### config.mk
export PLATFORM = sky130hd
export DESIGN_NAME = sprite_rom_scheduler
export DESIGN_NICKNAME = d
export VERILOG_FILES = /design/src/rtl/sprite_rom_scheduler_pkg.sv /design/src/rtl/sprite_rom_scheduler_rr_pick.sv /design/src/rtl/sprite_rom_scheduler.sv
export SDC_FILE = /design/constraint.sdc
export NUM_CORES = 1
export LEC_CHECK = 0
export CAP_MARGIN = 15
export CORE_MARGIN = 4
export CORE_UTILIZATION = 38
export CTS_CLUSTER_SIZE = 40
export DETAILED_ROUTE_END_ITERATION = 7
export DONT_BUFFER_PORTS = 1
export PLACE_DENSITY = 0.58
export SYNTH_ARGS = -nofsm -noshare
export SYNTH_HDL_FRONTEND = slang
export SYNTH_HIERARCHICAL = 1
export SYNTH_SLANG_ARGS = --single-unit
### constraint.sdc
create_clock -name clk -period 3.77 [get_ports clk]
set_input_delay 0.754 -clock clk [delete_from_list [all_inputs] [get_ports clk]]
set_output_delay 0.754 -clock clk [all_outputs]
set_load 0.02 [all_outputs]
### src/rtl/sprite_rom_scheduler_pkg.sv
// Shared horizontal timing and sprite ROM geometry, used by the sync generator
// and the sprite ROM scheduler.
package sprite_rom_scheduler_pkg;

  localparam int H_DISPLAY   = 640;
  localparam int H_TOTAL     = 800;
  localparam int SPRITE_ROWS = 16;
  localparam int ROW_W       = $clog2(SPRITE_ROWS);

  // Wide enough for the largest supported renderer count (8).
  localparam int IDX_W = 3;

  typedef enum logic {
    IDLE  = 1'b0,
    GRANT = 1'b1
  } state_t;

endpackage

### src/rtl/sprite_rom_scheduler_rr_pick.sv
// Combinational round-robin priority encoder: first set bit of mask at or
// above start, wrapping.
module rr_pick
  import sprite_rom_scheduler_pkg::*;
#(
  parameter int NUM_SPRITES = 4
) (
  input  logic [NUM_SPRITES-1:0] mask,
  input  logic [IDX_W-1:0]       start,
  output logic [IDX_W-1:0]       winner,
  output logic                   valid
);

  logic [NUM_SPRITES-1:0] rotated;
  int                     slot;

  always_comb begin
    rotated = NUM_SPRITES'({mask, mask} >> start);
    winner  = '0;
    valid   = 1'b0;
    slot    = 0;
    // Scan downward so the bit closest to start is the one left standing.
    for (int i = NUM_SPRITES - 1; i >= 0; i--) begin
      if (rotated[i]) begin
        slot = int'(start) + i;
        if (slot >= NUM_SPRITES) slot = slot - NUM_SPRITES;
        winner = IDX_W'(slot);
        valid  = 1'b1;
      end
    end
  end

endmodule

### src/rtl/sprite_rom_scheduler.sv
// Shares one sprite bitmap ROM among NUM_SPRITES renderers during hblank:
// requests latched at hpos == H_DISPLAY get back-to-back round-robin slots.
module sprite_rom_scheduler
  import sprite_rom_scheduler_pkg::*;
#(
  parameter int NUM_SPRITES = 4,
  parameter int SLOT_CYCLES = 4,
  parameter int H_DISPLAY   = sprite_rom_scheduler_pkg::H_DISPLAY,
  parameter int H_TOTAL     = sprite_rom_scheduler_pkg::H_TOTAL
) (
  input  logic                         clk,
  input  logic                         reset,
  input  logic [9:0]                   hpos,
  input  logic [NUM_SPRITES-1:0]       req,
  input  logic [ROW_W*NUM_SPRITES-1:0] yofs_flat,
  output logic [ROW_W-1:0]             rom_addr,
  output logic [NUM_SPRITES-1:0]       grant,
  output logic                         busy,
  output logic                         line_done,
  output logic                         overrun,
  output logic                         fsm_state
);

  state_t                 state;
  logic [NUM_SPRITES-1:0] pending;
  logic [IDX_W-1:0]       ptr;
  logic [IDX_W-1:0]       owner;
  logic [3:0]             slot_cnt;

  logic [NUM_SPRITES-1:0] pick_mask;
  logic [IDX_W-1:0]       pick_start;
  logic [IDX_W-1:0]       pick_winner;
  logic                   pick_valid;
  logic [NUM_SPRITES-1:0] win_onehot;
  logic [ROW_W-1:0]       owner_row;
  logic [ROW_W-1:0]       win_row;
  logic                   at_latch;
  logic                   at_close;

  assign at_latch  = (hpos == 10'(H_DISPLAY));
  assign at_close  = (hpos == 10'(H_TOTAL - 1));
  assign busy      = |grant;
  assign fsm_state = state;

  // Idle picks from the live request vector; during a slot the search runs
  // over what is left after the current owner, starting just above it.
  always_comb begin
    pick_mask  = req;
    pick_start = ptr;
    if (state == GRANT) begin
      pick_mask  = pending & ~grant;
      pick_start = (int'(owner) == NUM_SPRITES - 1) ? '0 : owner + 1'b1;
    end
  end

  rr_pick #(
    .NUM_SPRITES(NUM_SPRITES)
  ) u_rr_pick (
    .mask   (pick_mask),
    .start  (pick_start),
    .winner (pick_winner),
    .valid  (pick_valid)
  );

  assign win_onehot = NUM_SPRITES'(1) << pick_winner;

  always_comb begin
    owner_row = '0;
    win_row   = '0;
    for (int i = 0; i < NUM_SPRITES; i++) begin
      if (int'(owner) == i)       owner_row = yofs_flat[ROW_W*i +: ROW_W];
      if (int'(pick_winner) == i) win_row   = yofs_flat[ROW_W*i +: ROW_W];
    end
  end

  always_ff @(posedge clk or negedge reset) begin
    if (!reset) begin
      state     <= IDLE;
      pending   <= '0;
      ptr       <= '0;
      owner     <= '0;
      slot_cnt  <= '0;
      grant     <= '0;
      rom_addr  <= '0;
      line_done <= 1'b0;
      overrun   <= 1'b0;
    end else begin
      line_done <= 1'b0;
      overrun   <= 1'b0;
      // The priority pointer advances every line so no renderer can starve.
      if (at_latch) ptr <= (int'(ptr) == NUM_SPRITES - 1) ? '0 : ptr + 1'b1;
      case (state)
        IDLE: begin
          if (at_latch) begin
            pending <= req;
            if (pick_valid) begin
              state    <= GRANT;
              owner    <= pick_winner;
              grant    <= win_onehot;
              rom_addr <= win_row;
              slot_cnt <= 4'(SLOT_CYCLES - 1);
            end else begin
              line_done <= 1'b1;
            end
          end
        end
        GRANT: begin
          if (at_close) begin
            // hblank is over: abandon whatever is still queued this line.
            state    <= IDLE;
            pending  <= '0;
            grant    <= '0;
            rom_addr <= '0;
            slot_cnt <= '0;
            overrun  <= 1'b1;
          end else if (slot_cnt == 4'd0) begin
            pending <= pick_mask;
            if (pick_valid) begin
              owner    <= pick_winner;
              grant    <= win_onehot;
              rom_addr <= win_row;
              slot_cnt <= 4'(SLOT_CYCLES - 1);
            end else begin
              state     <= IDLE;
              grant     <= '0;
              rom_addr  <= '0;
              line_done <= 1'b1;
            end
          end else begin
            slot_cnt <= slot_cnt - 4'd1;
            rom_addr <= owner_row;
          end
        end
      endcase
    end
  end

endmodule
-- Yosys cells after proc, flatten, opt, wreduce, memory -nomap -nowiden
Cells that the tools add are included.
W data, S select, Z words.
- register bits: 25
- output and inout port bits: 12
- input port bits: 32
- logic and storage cells: 112
- muxes and demuxes: 62
- order comparisons: 4
- equality and inequality tests: 14
- $add $sub $neg: 10
- reduce and logical (&&, ||, !) cells: 8
- shift operators: 2
- bitwise gates (word level): 3
- operator list (cell ; count):
    $mux W4 ; 26
    $mux W3 ; 15
    $pmux W4 S2 ; 4
    $eq A10 B10 Y1 const B ; 2
    $eq A3 B3 Y1 const B ; 5
    $mux W1 ; 14
    $ge A4 B3 Y1 const B ; 3
    $sub A3 B3 Y3 const B ; 4
    $add A3 B2 Y4 const B ; 2
    $shr A8 B3 Y4 ; 1
    $add A3 B1 Y3 const B ; 2
    $eq A3 B2 Y1 const B ; 2
    $logic_not A3 Y1 ; 2
    $ne A2 B2 Y1 const B ; 3
    $pmux W3 S2 ; 1
    $reduce_and A3 Y1 ; 2
    $add A3 B1 Y4 const B ; 1
    $and A4 B4 Y4 ; 1
    $logic_not A4 Y1 ; 1
    $not A4 Y4 ; 1
    $pmux W1 S2 ; 2
    $reduce_and A2 Y1 ; 2
    $reduce_or A4 Y1 ; 1
    $shl A1 B3 Y4 const A ; 1
    5 further kinds ; 5

-- Logic depth before layout (Yosys ltp)
- word-level depth: 19
- depth in mapped cells: 16
- mapped depth without buffers: 13

-- Hierarchy
The synthesis kept the hierarchy.
- modules (own cells, without submodules) (module ; seq. area each (sq um) ; times used ; area an instance (sq um) ; cells an instance):
    sprite_rom_scheduler ; 625.6 ; 1 ; 1697.9 ; 176
    rr_pick ; 0.0 ; 1 ; 277.8 ; 46

-- Worst setup path before layout
Ideal clock, no wire load.
- path kind: register to register
- start: reg state, in the netlist fsm_state
- end: reg rom_addr[0]
- clock period less this slack: 3822 ps
- data required time: 3648 ps
- library setup time: 122 ps
- slack: -52 ps
- buffers on the path: 3
- data arrival time: 3701 ps
- stages on the path, launching flop included: 14
- cell sequence: dfrtp_1 > clkinv_1 > o31ai_1 > buf_2 > inv_2 > ha_1 > clkbuf_1 > o41ai_1 > a21oi_1 > o211ai_1 > clkbuf_1 > mux2i_1 > o221ai_1 > a32o_1
- longest elaborated chain between the ends: 17
- elaborated cells between the ends (all ways): 44
- classes of those cells: add/sub: 7; order compare: 4; eq/ne: 5; shift: 1; mux: 24; bitwise: 1; reduce/logical: 2
- RTL lines (what ; line ; text):
    start, declared ; sprite_rom_scheduler.sv:24 ; state_t state;
    start signal, assigned ; sprite_rom_scheduler.sv:78 ; state <= IDLE;
    start signal, assigned ; sprite_rom_scheduler.sv:97 ; state <= GRANT;
    start signal, assigned ; sprite_rom_scheduler.sv:110 ; state <= IDLE;
    $mux W3 * ; sprite_rom_scheduler.sv:50 ; if (state == GRANT) begin
    named net pick_start[0] ; sprite_rom_scheduler.sv:31 ; logic [IDX_W-1:0] pick_start;
    $add A3 B2 Y4 ; sprite_rom_scheduler_rr_pick.sv:25 ; slot = int'(start) + i;
    $ge A4 B3 Y1 / $sub A3 B3 Y3 (equally long branches) ; sprite_rom_scheduler_rr_pick.sv:26 ; if (slot >= NUM_SPRITES) slot = slot - NUM_SPRITES;
    $mux W3 ; sprite_rom_scheduler_rr_pick.sv:26 ;
    $mux W3 (3 in series) ; sprite_rom_scheduler_rr_pick.sv:24 ; if (rotated[i]) begin
    $mux W3 * ; sprite_rom_scheduler_rr_pick.sv:24 ;
    named net pick_winner[1] ; sprite_rom_scheduler.sv:32 ; logic [IDX_W-1:0] pick_winner;
    $logic_not A3 Y1 ; sprite_rom_scheduler.sv:72 ; if (int'(pick_winner) == i) win_row = yofs_flat[ROW_W*i +: ROW_W];
    $mux W4 (3 in series) ; sprite_rom_scheduler.sv:72 ;
    $mux W4 * ; sprite_rom_scheduler.sv:72 ;
    $mux W4 ; sprite_rom_scheduler.sv:118 ; if (pick_valid) begin
    $mux W4 ; sprite_rom_scheduler.sv:116 ; end else if (slot_cnt == 4'd0) begin
    $mux W4 ; sprite_rom_scheduler.sv:108 ; if (at_close) begin
    $pmux W4 S2 * ; sprite_rom_scheduler.sv:92 ; case (state)
    end signal, assigned ; sprite_rom_scheduler.sv:100 ; rom_addr <= win_row;
    end signal, assigned ; sprite_rom_scheduler.sv:121 ; rom_addr <= win_row;
    end signal, assigned ; sprite_rom_scheduler.sv:131 ; rom_addr <= owner_row;
    end, declared ; sprite_rom_scheduler.sv:16 ; output logic [ROW_W-1:0] rom_addr,
The timed path passes the listed nets; every way through them passes the cells marked *. The select of a mux whose other input is x is not followed.
A chain may end at the register's enable or synchronous reset.

-- Worst setup path after layout
- start: reg owner[0]
- end: reg rom_addr[2]
- longest elaborated chain between the ends: 19
- elaborated cells between the ends (all ways): 51
- classes of those cells: add/sub: 8; order compare: 4; eq/ne: 7; shift: 1; mux: 28; reduce/logical: 3
- RTL lines (what ; line ; text):
    start, declared ; sprite_rom_scheduler.sv:27 ; logic [IDX_W-1:0] owner;
    start signal, assigned ; sprite_rom_scheduler.sv:98 ; owner <= pick_winner;
    start signal, assigned ; sprite_rom_scheduler.sv:119 ; owner <= pick_winner;
    $add A3 B1 Y3 / $eq A3 B3 Y1 (equally long branches) ; sprite_rom_scheduler.sv:52 ; pick_start = (int'(owner) == NUM_SPRITES - 1) ? '0 : owner + 1'b1;
    $mux W3 * ; sprite_rom_scheduler.sv:52 ;
    $mux W3 * ; sprite_rom_scheduler.sv:50 ;
    named net pick_start[1] ; sprite_rom_scheduler.sv:31 ;
    $add A3 B2 Y4 ; sprite_rom_scheduler_rr_pick.sv:25 ;
    $ge A4 B3 Y1 / $sub A3 B3 Y3 (equally long branches) ; sprite_rom_scheduler_rr_pick.sv:26 ;
    $mux W3 ; sprite_rom_scheduler_rr_pick.sv:26 ;
    $mux W3 (3 in series) ; sprite_rom_scheduler_rr_pick.sv:24 ;
    $mux W3 * ; sprite_rom_scheduler_rr_pick.sv:24 ;
    named net pick_winner[1] ; sprite_rom_scheduler.sv:32 ;
    $logic_not A3 Y1 ; sprite_rom_scheduler.sv:72 ;
    $mux W4 (3 in series) ; sprite_rom_scheduler.sv:72 ;
    $mux W4 * ; sprite_rom_scheduler.sv:72 ;
    $mux W4 ; sprite_rom_scheduler.sv:118 ;
    $mux W4 ; sprite_rom_scheduler.sv:116 ;
    $mux W4 ; sprite_rom_scheduler.sv:108 ;
    $pmux W4 S2 * ; sprite_rom_scheduler.sv:92 ;
Marked as above.

==> impl_metrics.tcl <==
set metrics [dict create \
    gr-usage-all-layers_pct 16.1 \
    period_minus_slack_ns 3.30 \
    totalWireLength_um 4920 \
    syn2layout_area_growth_pct 7.60 \
    rr_endpoint "rom_addr[2]$_DFFE_PN0P_" \
    slew_headroom_pct 49.5 \
    p_leak_nw 0.913 \
    cts_tree "done" \
    vias 1717 \
    antenna_found_initial 0 \
    ff2ff_path_depth 12 \
    cts_setup_buffers 0 \
    postSynthAreaPerCell_um2 8.90 \
    via_per_inst 5.90 \
    fin_skew_ns 0.00949 \
    critPathMaxFanout 11 \
    finalHoldViolCount 0 \
    final_cell_mix "dfrtp_1 (25), inv_1 (23), nand2_1 (17), a21oi_1 (14), o21ai_0 (10)" \
    worstPathRequired_ns 3.94 \
    power.density_mw_per_mm2 481 \
    clkTransAtPathRegs_ns 0.09 \
    gp_congestion 0.785 \
    cts_resized 0 \
    finalPower_w 0.00102 \
    setup.worst_path.class "reg2reg" \
    tns_ns 0 \
    syn-num-nets 261 \
    cts-root-buf "clkbuf_8" \
    boundaryPins 44 \
    ant_nets 0 \
    cp.arrival_ns 3.47 \
    ys_types 59 \
    numPortBuffers 0 \
    yosysWarningCount 6 \
    clk_path_buf_depth 2 \
    synth.ff_latch_count 25 \
    rsz0062_at_grt "false" \
    synthArstFlopShare_pct 100 \
    cts.sinks 25 \
    grt_pass1_wl_um 8160 \
    cts_hold_buf 0 \
    r2r_slack_ns 0.47 \
    ir_worst_vdd_uv 274 \
    tightest_slew_ns 0.750 \
    r2r-start "owner[0]$_DFFE_PN0P_" \
    setup.worst_path.start_class "flip-flop" \
    cts_max_level 1 \
    drtIter0Drc 81 \
    maxCapViolCount 0 \
    fp.dieArea_mm2 0.00642 \
    grt_overflow 0 \
    min_period_over_period_pct 87.5 \
    report.final.slew_viol_count 0 \
    max_freq_mhz 303 \
    synth-edff-count 0 \
    fin_nets 264 \
    fp.dieH_um 80.1 \
    ys.flop_type "dfrtp_1" \
    rows 25 \
    core_mm2 0.00488 \
    finalSetupViolations 0 \
    die_x_um 80.1 \
    mappedNetlistArea_mm2 0.00198 \
    numCtsBuffers 3 \
    diodes 0 \
    drc 0 \
    clk_latency_ns 0.27 \
    initial_core_util_pct 40.5 \
    cp-end-kind "flip-flop" \
    first_global_vias 1683 \
    place_area_mm2 0.00208 \
    layout-drive-gt1-share_pct 11.6 \
    layout_commonest_cell "dfrtp_1" \
    dpl.hpwl_um 3770 \
    wire_per_inst_um 16.9 \
    startpoint "owner[0]$_DFFE_PN0P_" \
    cp-endpoint "rom_addr[2]$_DFFE_PN0P_" \
    outcome "completed" \
    grt_max_degree 26 \
    drt_pass1_iterations 4 \
    syn_inst 222 \
    hold_path_class "in2async" \
    ys_seq_area_share_pct 31.7 \
    final_area_mm2 0.00213 \
]
==> power by group <==
part | switching, W | leakage, nW | internal [W]
Clock | 0.0000880 | 0.0217 | 0.0000749
Combinational | 0.000226 | 0.578 | 0.000183
Sequential | 0.000102 | 0.313 | 0.000349
==> how the worst min path moves through the flow <==
stage,slack (ns),cells past startpoint,startpoint,end
finish,0.16,0,reset,slot_cnt[3]$_DFFE_PN0P_
global route,0.13,0,reset,slot_cnt[2]$_DFFE_PN0P_
CTS,0.14,0,reset,slot_cnt[2]$_DFFE_PN0P_
detailed placement,0.46,0,reset,pending[0]$_DFFE_PN0P_
global placement,0.46,0,reset,pending[0]$_DFFE_PN0P_
floorplan,0.46,0,reset,fsm_state$_DFF_PN0_
==> flip-flops by register name, indices dropped and copies added, names as in the netlist <==
name,count
fsm_state,1
grant,4
line_done,1
overrun,1
owner,3
pending,4
ptr,3
rom_addr,4
slot_cnt,4
==> area by class of cell <==
type | count | area, um2
Inverter | 25 | 93.8
Timing Repair Buffer | 9 | 67.6
Multi-Input combinational cell | 161 | 1210
Fill cell | 508 | 2750
Sequential cell | 25 | 626
Clock inverter | 1 | 7.51
Clock buffer | 3 | 41.3
Tap cell | 67 | 83.8
==> kinds of logic after synthesis <==
group | Yosys count | synth area share, %
buffers and inverters | 36 | 7.54
AOI/OAI and AO/OA | 76 | 28.2
adders and majority gates | 7 | 4.43
and+or+nand+nor | 64 | 21.2
DFF | 25 | 31.7
xor gates and xnor gates | 1 | 0.443
muxes | 12 | 6.27
other | 1 | 0.190
==> cells in the mapped netlist (all sizes together) (2+ instances only) <==
library cell	count	share of area (%)
dfrtp	25	32
mux2i	9	4.6
nand3	7	1.8
or3b	2	1.0
or2	2	0.63
nor3	2	0.51
o211ai	3	1.1
o31ai	4	1.5
o221ai	8	3.5
nor2b	2	0.76
a221oi	4	1.8
nand3b	6	2.3
a21oi	15	4.0
ha	7	4.4
a311oi	2	0.89
inv	24	4.6
a211oi	4	1.8
o22ai	3	0.95
nor2	4	0.76
and3	3	0.95
o21ai	10	2.5
buf	5	1.6
a31oi	3	0.95
nand4	3	0.95
nand2b	5	1.6
nor4b	4	3.2
a211o	4	1.8
o2bb2ai	4	1.8
mux2	3	1.7
a32o	5	2.5
clkbuf	6	1.1
nand2	17	3.2
==> worst max-delay path: stages, from the launching register on <==
cell and delay (ns):
dfrtp_1 0.44, ha_1 0.20, nor2b_1 0.44, o22ai_1 0.19, inv_1 0.13, ha_1 0.31
o41ai_1 0.33, a21oi_1 0.07, o211ai_1 0.21, buf_4 0.25, mux2i_1 0.21, o221ai_1 0.14
a32o_1 0.27
==> layer usage <==
layer	vias up	wire length (um)	track usage (%)
li1	851	-	-
met4	0	17	2.53
met1	829	2240	21.3
met2	35	2380	26.6
met3	2	278	4.37
met5	-	0	0
==> per-stage QoR <==
step	setup WS (ns)	utilization (%)	std cells	hold WS (ns)
4_1_cts	0.448	43.6	291	0.145
6_report	0.473	43.6	291	0.162
2_1_floorplan	0.0836	-	222	0.458
5_1_grt	0.147	43.6	291	0.134
3_3_place_gp	0.594	42.6	287	0.459
3_5_place_dp	0.487	42.6	287	0.459
(Power assumes the default switching activity.)
